--- config.mk ---
export PLATFORM = sky130hd
export DESIGN_NAME = stage_memory
export DESIGN_NICKNAME = d
export VERILOG_FILES = /design/src/rtl/stage_memory.sv
export SDC_FILE = /design/constraint.sdc
export NUM_CORES = 1
export LEC_CHECK = 0
export BUFFER_PORTS_ARGS = -buffer_cell sky130_fd_sc_hd__buf_2
export CAP_MARGIN = 25
export CORE_MARGIN = 5
export CORE_UTILIZATION = 50
export DETAILED_ROUTE_END_ITERATION = 7
export GPL_TIMING_DRIVEN = 0
export PLACE_DENSITY = 0.8
export SKIP_LAST_GASP = 1
export SYNTH_ARGS = -nofsm -noshare
export SYNTH_HDL_FRONTEND = slang
export SYNTH_SLANG_ARGS = --single-unit
--- constraint.sdc ---
create_clock -name clk -period 2.18 [get_ports clk]
set_clock_uncertainty 0.2 [all_clocks]
set_input_delay 0.436 -clock clk [delete_from_list [all_inputs] [get_ports clk]]
set_output_delay 0.436 -clock clk [all_outputs]
set_load 0.02 [all_outputs]
--- src/rtl/stage_memory.sv ---
// -----------------------------------------------------------------------------
// stage_memory
//   Pipeline stage between execute and writeback. Non-memory instructions pass
//   their ALU result through with one cycle of latency. RV32I loads and stores
//   are issued on the data-memory bus with a req/ack handshake. Upstream stages
//   are stalled while an access is outstanding. A bus fault is reported if the
//   ack does not arrive within TIMEOUT_CYCLES access cycles.
//
// Ports:
//   clk, rst_n            clock, asynchronous active-low reset
//   execute_*             registered outputs of the execute stage
//   memory_stall          upstream must hold its outputs this cycle
//   dmem_req/we/addr/be/wdata, dmem_ack/rdata
//                         data-memory bus (word-aligned, lane-replicated data)
//   memory_valid/rd/wr_enable/result
//                         writeback outputs, memory_valid pulses once per instr
//   memory_fault          one-cycle pulse: misaligned, illegal funct3, timeout
// -----------------------------------------------------------------------------
module stage_memory #(
    parameter int TIMEOUT_CYCLES = 255
) (
    input  logic        clk,
    input  logic        rst_n,
    input  logic        execute_valid,
    input  logic [31:0] execute_alu_result,
    input  logic [4:0]  execute_rd,
    input  logic        execute_wr_enable,
    input  logic        execute_mem_to_reg,
    input  logic        execute_mem_write,
    input  logic [2:0]  execute_funct3,
    input  logic [31:0] execute_store_data,
    output logic        memory_stall,
    output logic        dmem_req,
    output logic        dmem_we,
    output logic [31:0] dmem_addr,
    output logic [3:0]  dmem_be,
    output logic [31:0] dmem_wdata,
    input  logic        dmem_ack,
    input  logic [31:0] dmem_rdata,
    output logic        memory_valid,
    output logic [4:0]  memory_rd,
    output logic        memory_wr_enable,
    output logic [31:0] memory_result,
    output logic        memory_fault
);

    typedef enum logic {IDLE, ACCESS} state_t;

    // Last counter value before abort: the abort fires on the cycle in which
    // the count of ack-less access cycles reaches TIMEOUT_CYCLES.
    localparam logic [7:0] TMO_LAST = 8'(TIMEOUT_CYCLES - 1);

    state_t      state;
    logic [7:0]  tmo_cnt;

    // Access context captured when a request is launched.
    logic [4:0]  rd_p0;
    logic [2:0]  funct3_p0;
    logic [1:0]  addr_lo_p0;
    logic        is_load_p0;
    logic        wr_en_p0;

    logic        is_mem;
    logic        f3_ok;
    logic        aligned;
    logic        launch;

    // Byte enables for a store, shifted to the addressed lane.
    function automatic logic [3:0] store_be(input logic [2:0] f3, input logic [1:0] off);
        case (f3[1:0])
            2'b00:   store_be = 4'b0001 << off;
            2'b01:   store_be = 4'b0011 << off;
            default: store_be = 4'b1111;
        endcase
    endfunction

    // Store data replicated across lanes so the bus picks it up via byte enables.
    function automatic logic [31:0] store_wdata(input logic [2:0] f3, input logic [31:0] d);
        case (f3[1:0])
            2'b00:   store_wdata = {4{d[7:0]}};
            2'b01:   store_wdata = {2{d[15:0]}};
            default: store_wdata = d;
        endcase
    endfunction

    // Byte/half selection and sign/zero extension of a loaded word.
    function automatic logic [31:0] load_extract(input logic [2:0] f3, input logic [1:0] off,
                                                 input logic [31:0] w);
        logic signed [7:0]  b;
        logic signed [15:0] h;
        case (off)
            2'b00:   b = w[7:0];
            2'b01:   b = w[15:8];
            2'b10:   b = w[23:16];
            default: b = w[31:24];
        endcase
        h = off[1] ? w[31:16] : w[15:0];
        case (f3)
            3'b000:  load_extract = {{24{b[7]}}, b};
            3'b001:  load_extract = {{16{h[15]}}, h};
            3'b100:  load_extract = {24'd0, b};
            3'b101:  load_extract = {16'd0, h};
            default: load_extract = w;
        endcase
    endfunction

    always_comb begin
        is_mem  = execute_mem_to_reg | execute_mem_write;
        f3_ok   = 1'b0;
        aligned = 1'b1;
        if (execute_mem_to_reg) begin
            f3_ok = (execute_funct3 == 3'b000) || (execute_funct3 == 3'b001) ||
                    (execute_funct3 == 3'b010) || (execute_funct3 == 3'b100) ||
                    (execute_funct3 == 3'b101);
        end else begin
            f3_ok = (execute_funct3 == 3'b000) || (execute_funct3 == 3'b001) ||
                    (execute_funct3 == 3'b010);
        end
        // funct3[1:0] encodes width for both loads and stores.
        case (execute_funct3[1:0])
            2'b01:   aligned = ~execute_alu_result[0];
            2'b10:   aligned = (execute_alu_result[1:0] == 2'b00);
            default: aligned = 1'b1;
        endcase
        launch = (state == IDLE) && execute_valid && is_mem && f3_ok && aligned;
    end

    // Stall is derived from the registered state, so it falls in the cycle
    // after ack and upstream advances exactly once per memory instruction.
    assign memory_stall = (state == ACCESS);

    // ---- stage boundary: access context capture ----
    always_ff @(posedge clk) begin
        if (launch) begin
            rd_p0      <= execute_rd;
            funct3_p0  <= execute_funct3;
            addr_lo_p0 <= execute_alu_result[1:0];
            is_load_p0 <= execute_mem_to_reg;
            wr_en_p0   <= execute_wr_enable;
        end
    end

    // ---- stage boundary: control, bus and writeback registers ----
    always_ff @(posedge clk or negedge rst_n) begin
        if (!rst_n) begin
            state            <= IDLE;
            tmo_cnt          <= 8'd0;
            dmem_req         <= 1'b0;
            dmem_we          <= 1'b0;
            dmem_addr        <= 32'd0;
            dmem_be          <= 4'd0;
            dmem_wdata       <= 32'd0;
            memory_valid     <= 1'b0;
            memory_rd        <= 5'd0;
            memory_wr_enable <= 1'b0;
            memory_result    <= 32'd0;
            memory_fault     <= 1'b0;
        end else begin
            memory_valid     <= 1'b0;
            memory_fault     <= 1'b0;
            memory_wr_enable <= 1'b0;
            case (state)
                IDLE: begin
                    if (execute_valid) begin
                        if (!is_mem) begin
                            memory_valid     <= 1'b1;
                            memory_rd        <= execute_rd;
                            memory_wr_enable <= execute_wr_enable;
                            memory_result    <= execute_alu_result;
                        end else if (!launch) begin
                            // Misaligned or illegal width: report without bus traffic.
                            memory_valid  <= 1'b1;
                            memory_fault  <= 1'b1;
                            memory_rd     <= execute_rd;
                            memory_result <= 32'd0;
                        end else begin
                            state      <= ACCESS;
                            tmo_cnt    <= 8'd0;
                            dmem_req   <= 1'b1;
                            dmem_we    <= execute_mem_write & ~execute_mem_to_reg;
                            dmem_addr  <= {execute_alu_result[31:2], 2'b00};
                            if (execute_mem_to_reg) begin
                                dmem_be    <= 4'b1111;
                                dmem_wdata <= 32'd0;
                            end else begin
                                dmem_be    <= store_be(execute_funct3, execute_alu_result[1:0]);
                                dmem_wdata <= store_wdata(execute_funct3, execute_store_data);
                            end
                        end
                    end
                end
                ACCESS: begin
                    // Ack takes priority over a timeout in the same cycle.
                    if (dmem_ack) begin
                        state            <= IDLE;
                        tmo_cnt          <= 8'd0;
                        dmem_req         <= 1'b0;
                        memory_valid     <= 1'b1;
                        memory_rd        <= rd_p0;
                        memory_wr_enable <= is_load_p0 & wr_en_p0;
                        memory_result    <= is_load_p0 ?
                                            load_extract(funct3_p0, addr_lo_p0, dmem_rdata) : 32'd0;
                    end else if (tmo_cnt == TMO_LAST) begin
                        state         <= IDLE;
                        tmo_cnt       <= 8'd0;
                        dmem_req      <= 1'b0;
                        memory_valid  <= 1'b1;
                        memory_fault  <= 1'b1;
                        memory_rd     <= rd_p0;
                        memory_result <= 32'd0;
                    end else begin
                        tmo_cnt <= tmo_cnt + 8'd1;
                    end
                end
                default: state <= IDLE;
            endcase
        end
    end

endmodule

==> metrics.txt <==
# TYPE chip_impl_metric gauge
chip_impl_metric{name="antennaDiodeCount",unit=""} 0
chip_impl_metric{name="dpl-instance-area",unit="um2"} 7730
chip_impl_info{name="cts_tree",value="built"} 1
chip_impl_metric{name="track_usage",unit=""} 0.269
chip_impl_metric{name="least_setup_slack_across_all_paths_after_layout",unit="ps"} 12.7
chip_impl_info{name="capture_point_of_the_worst_reg_to_reg_path",value="memory_result[22]"} 1
chip_impl_metric{name="synthesized_area_fraction_occupied_by_ao_oa_aoi_and_oai_cells",unit=""} 0.168
chip_impl_metric{name="die_x",unit="um"} 123
chip_impl_metric{name="final_period_minus_worst_setup_slack",unit="ps"} 2170
chip_impl_metric{name="worst_ep_arrival_time",unit="ps"} 2260
chip_impl_info{name="reg2reg_from",value="tmo_cnt[0]"} 1
chip_impl_metric{name="total_standard_cell_area_after_synthesis",unit="um2"} 6360
chip_impl_metric{name="dieArea",unit="um2"} 15100
chip_impl_info{name="worstHoldEndpoint",value="rd_p0[4]"} 1
chip_impl_metric{name="p_leak",unit="nW"} 4.32
chip_impl_metric{name="synth.area.mux_share",unit=""} 0.166
chip_impl_metric{name="global_route_wire_length_before_repair",unit="mm"} 30.8
chip_impl_metric{name="design.core.area",unit="um2"} 12600
chip_impl_metric{name="cts_buffer_depth",unit=""} 2
chip_impl_metric{name="cellPowerDensity",unit="nW/um2"} 948
chip_impl_metric{name="globalRouteOverflowTotal",unit=""} 0
chip_impl_metric{name="total_negative_slack_for_setup_checks",unit="ps"} 0
chip_impl_metric{name="place_ws",unit="ps"} -742
chip_impl_metric{name="clock_tree.htree_level_count",unit=""} 4
chip_impl_info{name="worstSetupPathType",value="register to register"} 1
chip_impl_info{name="hold_path_class",value="input port to register"} 1
chip_impl_metric{name="cts_made_buffers",unit=""} 17
chip_impl_metric{name="non_filler_instance_count_after_layout",unit=""} 1000
chip_impl_metric{name="wl",unit="mm"} 20.1
chip_impl_info{name="synth_ff_type",value="dfrtp_1"} 1
chip_impl_info{name="hp-start",value="execute_rd[4]"} 1
chip_impl_metric{name="report.final.setup_viol",unit=""} 0
chip_impl_metric{name="yosysUniqueCellTypes",unit=""} 51
chip_impl_metric{name="antenna_found_initial",unit=""} 2
chip_impl_metric{name="detail-route-antenna-nets",unit=""} 0
chip_impl_metric{name="timing.slew.headroom",unit=""} 0.473
chip_impl_metric{name="place_hpwl",unit="mm"} 15.3
chip_impl_metric{name="dr_total_vias",unit=""} 5611
chip_impl_metric{name="finalCoreUtilization",unit=""} 0.679
chip_impl_metric{name="postSynthRegisterBits",unit=""} 129
chip_impl_metric{name="yosysWarnings",unit=""} 0
chip_impl_metric{name="worst_case_register_to_register_setup_slack",unit="ps"} 10
chip_impl_metric{name="drt-vias-per-instance",unit=""} 5.61
chip_impl_metric{name="drive_gt1_frac",unit=""} 0.455
chip_impl_metric{name="fillerInstances",unit=""} 969
chip_impl_metric{name="ff_latch_area",unit="um2"} 3290
chip_impl_metric{name="final_nets",unit=""} 932
chip_impl_metric{name="synthSimpleGateAreaFrac",unit=""} 0.0859
chip_impl_metric{name="whs",unit="ps"} 16.6
chip_impl_info{name="outcome",value="finished, final reports clean"} 1
chip_impl_metric{name="placement.io_buffers",unit=""} 219
chip_impl_metric{name="pin_count_of_the_biggest_net_entering_global_routing",unit=""} 60
chip_impl_metric{name="timing.reg2reg.worst_path_depth",unit=""} 8
chip_impl_metric{name="clk_sinks",unit=""} 129
chip_impl_metric{name="cap_violations",unit=""} 0
chip_impl_metric{name="synthCells",unit=""} 559
chip_impl_metric{name="worst_pin_slew",unit="ps"} 790
chip_impl_metric{name="timing.critical_path.required",unit="ps"} 2270
chip_impl_metric{name="post-route-cell-area",unit="um2"} 8530
chip_impl_metric{name="gp_congestion",unit=""} 0.919
chip_impl_info{name="mostFrequentLayoutCell",value="buf_2"} 1
chip_impl_info{name="most_frequent_cells_in_the_layout",value="224 x buf_2, 117 x dfrtp_1, 61 x mux2_2, 42 x nand2_1, 36 x o21ai_0"} 1
chip_impl_metric{name="rows",unit=""} 41
chip_impl_metric{name="hold_viol_final",unit=""} 0
chip_impl_info{name="ctsRootBufferMaster",value="clkbuf_16"} 1
chip_impl_info{name="rsz0062_at_grt",value="true"} 1
chip_impl_metric{name="adder_cell_share_of_the_synthesized_area",unit=""} 0.00983
chip_impl_metric{name="postSynthAreaPerCell",unit="um2"} 11.4
chip_impl_metric{name="final_max_slew_viol_count",unit=""} 0
chip_impl_metric{name="final_min_period_over_clock_period",unit=""} 0.994
chip_impl_metric{name="first_global_vias",unit=""} 5883
chip_impl_metric{name="clkLatencyLatePin",unit="ps"} 410
chip_impl_metric{name="synth_xor_xnor_area_share",unit=""} 0.00826
chip_impl_metric{name="chipHeight",unit="um"} 123
chip_impl_info{name="cp-end-kind",value="register"} 1
chip_impl_metric{name="synth-edff-count",unit=""} 12
chip_impl_metric{name="area.growth.synth_to_final",unit="%"} 34.0
chip_impl_metric{name="yosysSeqAreaShare",unit=""} 0.517
chip_impl_metric{name="dp_cells",unit=""} 952
chip_impl_metric{name="peak_clock_frequency_supported_by_timing",unit="MHz"} 461
chip_impl_metric{name="drt_iter0_drc",unit=""} 490
chip_impl_metric{name="power.ir.vdd_worst",unit="mV"} 0.542
chip_impl_info{name="critical_path.startpoint_type",value="register"} 1
chip_impl_metric{name="floorplan.initialDensity",unit=""} 0.506
chip_impl_metric{name="first_pass_iters",unit=""} 5
chip_impl_metric{name="clock_pin_slew_on_the_worst_setup_and_hold_paths",unit="ps"} 50
chip_impl_metric{name="avgRoutedWirePerCell",unit="um"} 20.1
chip_impl_metric{name="num_io_pins",unit=""} 222
chip_impl_metric{name="min_path_cells",unit=""} 1
chip_impl_metric{name="drc_errors",unit=""} 0
chip_impl_metric{name="design_power_total",unit="mW"} 8.09
chip_impl_metric{name="multi_input_comb_area",unit="um2"} 2850
chip_impl_metric{name="path_max_fanout",unit=""} 10
chip_impl_metric{name="synthArstFlopShare",unit=""} 0.907
chip_impl_info{name="synth_top_family_by_area",value="compound AO/OA/AOI/OAI gates"} 1
-- per-layer routing --
metal | global-route usage | wire (um) | up-vias
li1 | - | - | 2541
met1 | 0.324 | 7760 | 2765
met2 | 0.462 | 10100 | 265
met5 | 0 | 23 | -
met4 | 0.0931 | 413 | 4
met3 | 0.0756 | 1840 | 36
-- worst max-delay path, stage by stage, from the launching register on --
cell,delay [ps]
dfrtp_1,380
inv_1,70
ha_2,200
a41oi_2,260
nand2_2,140
o211ai_2,140
buf_6,160
buf_6,150
mux2_2,350
-- cell usage after synthesis (13+ instances only) --
library cell | count | area [um2]
nand2b_1 | 16 | 100
a21oi_1 | 22 | 110
nor2_1 | 15 | 56.3
dfrtp_1 | 117 | 2930
o21ai_0 | 36 | 180
nand2_1 | 42 | 158
inv_1 | 17 | 63.8
buf_2 | 13 | 65.1
mux2_2 | 61 | 687
a21o_1 | 18 | 135
mux2i_1 | 16 | 160
a22o_1 | 29 | 254
clkbuf_1 | 22 | 82.6
-- kinds of logic (layout without fill, tap and decap cells) --
| family | count (synthesis) | in the layout |
|---|---|---|
| simple gates | 108 | 108 |
| flops | 129 | 129 |
| fa+ha+maj | 5 | 5 |
| xor+xnor | 6 | 6 |
| other cells | 1 | 2 |
| buf+inv | 61 | 329 |
| compound gates | 157 | 157 |
| mux | 92 | 92 |
-- layout make-up --
class                   count  share of cell area
inverters                  17             0.00792
repair buffers            238               0.152
well taps                 172              0.0252
clock buffers              26              0.0609
flip-flops and latches    129               0.386
clock inverters             5             0.00323
plain buffers              43              0.0317
multi-input cells         370               0.334
-- power by group --
part           internal (mW)  switching, mW  leakage (nW)
clock                   1.62          0.999         0.272
sequential              2.90          0.263          1.61
combinational          0.936           1.37          2.44
total                   5.46           2.63          4.32
-- flip-flops by register name, summed over array words and instances (netlist names), 2 cells and up --
register,flops
dmem_wdata,32
memory_result,32
dmem_addr,30
tmo_cnt,8
memory_rd,5
rd_p0,5
dmem_be,4
funct3_p0,3
addr_lo_p0,2
-- how the worst max path moves through the flow --
stage,from,to,cells after the start
2_1_floorplan,execute_funct3[1],dmem_addr[16],9
3_3_place_gp,rst_n,dmem_wdata[9],1
3_5_place_dp,execute_mem_to_reg,memory_result[30],6
4_1_cts,execute_funct3[1],dmem_wdata[17],12
5_1_grt,tmo_cnt[0],memory_result[22],8
6_report,tmo_cnt[0],memory_result[22],8
-- timing repair --
item,in CTS,in global routing
setup buffers,3,12
gates resized for setup,11,26
pin swaps,0,5
hold buffers,3,0
endpoints found under the setup margin,101,122
endpoints found under the hold margin,60,0
(Power assumes the default switching activity.)
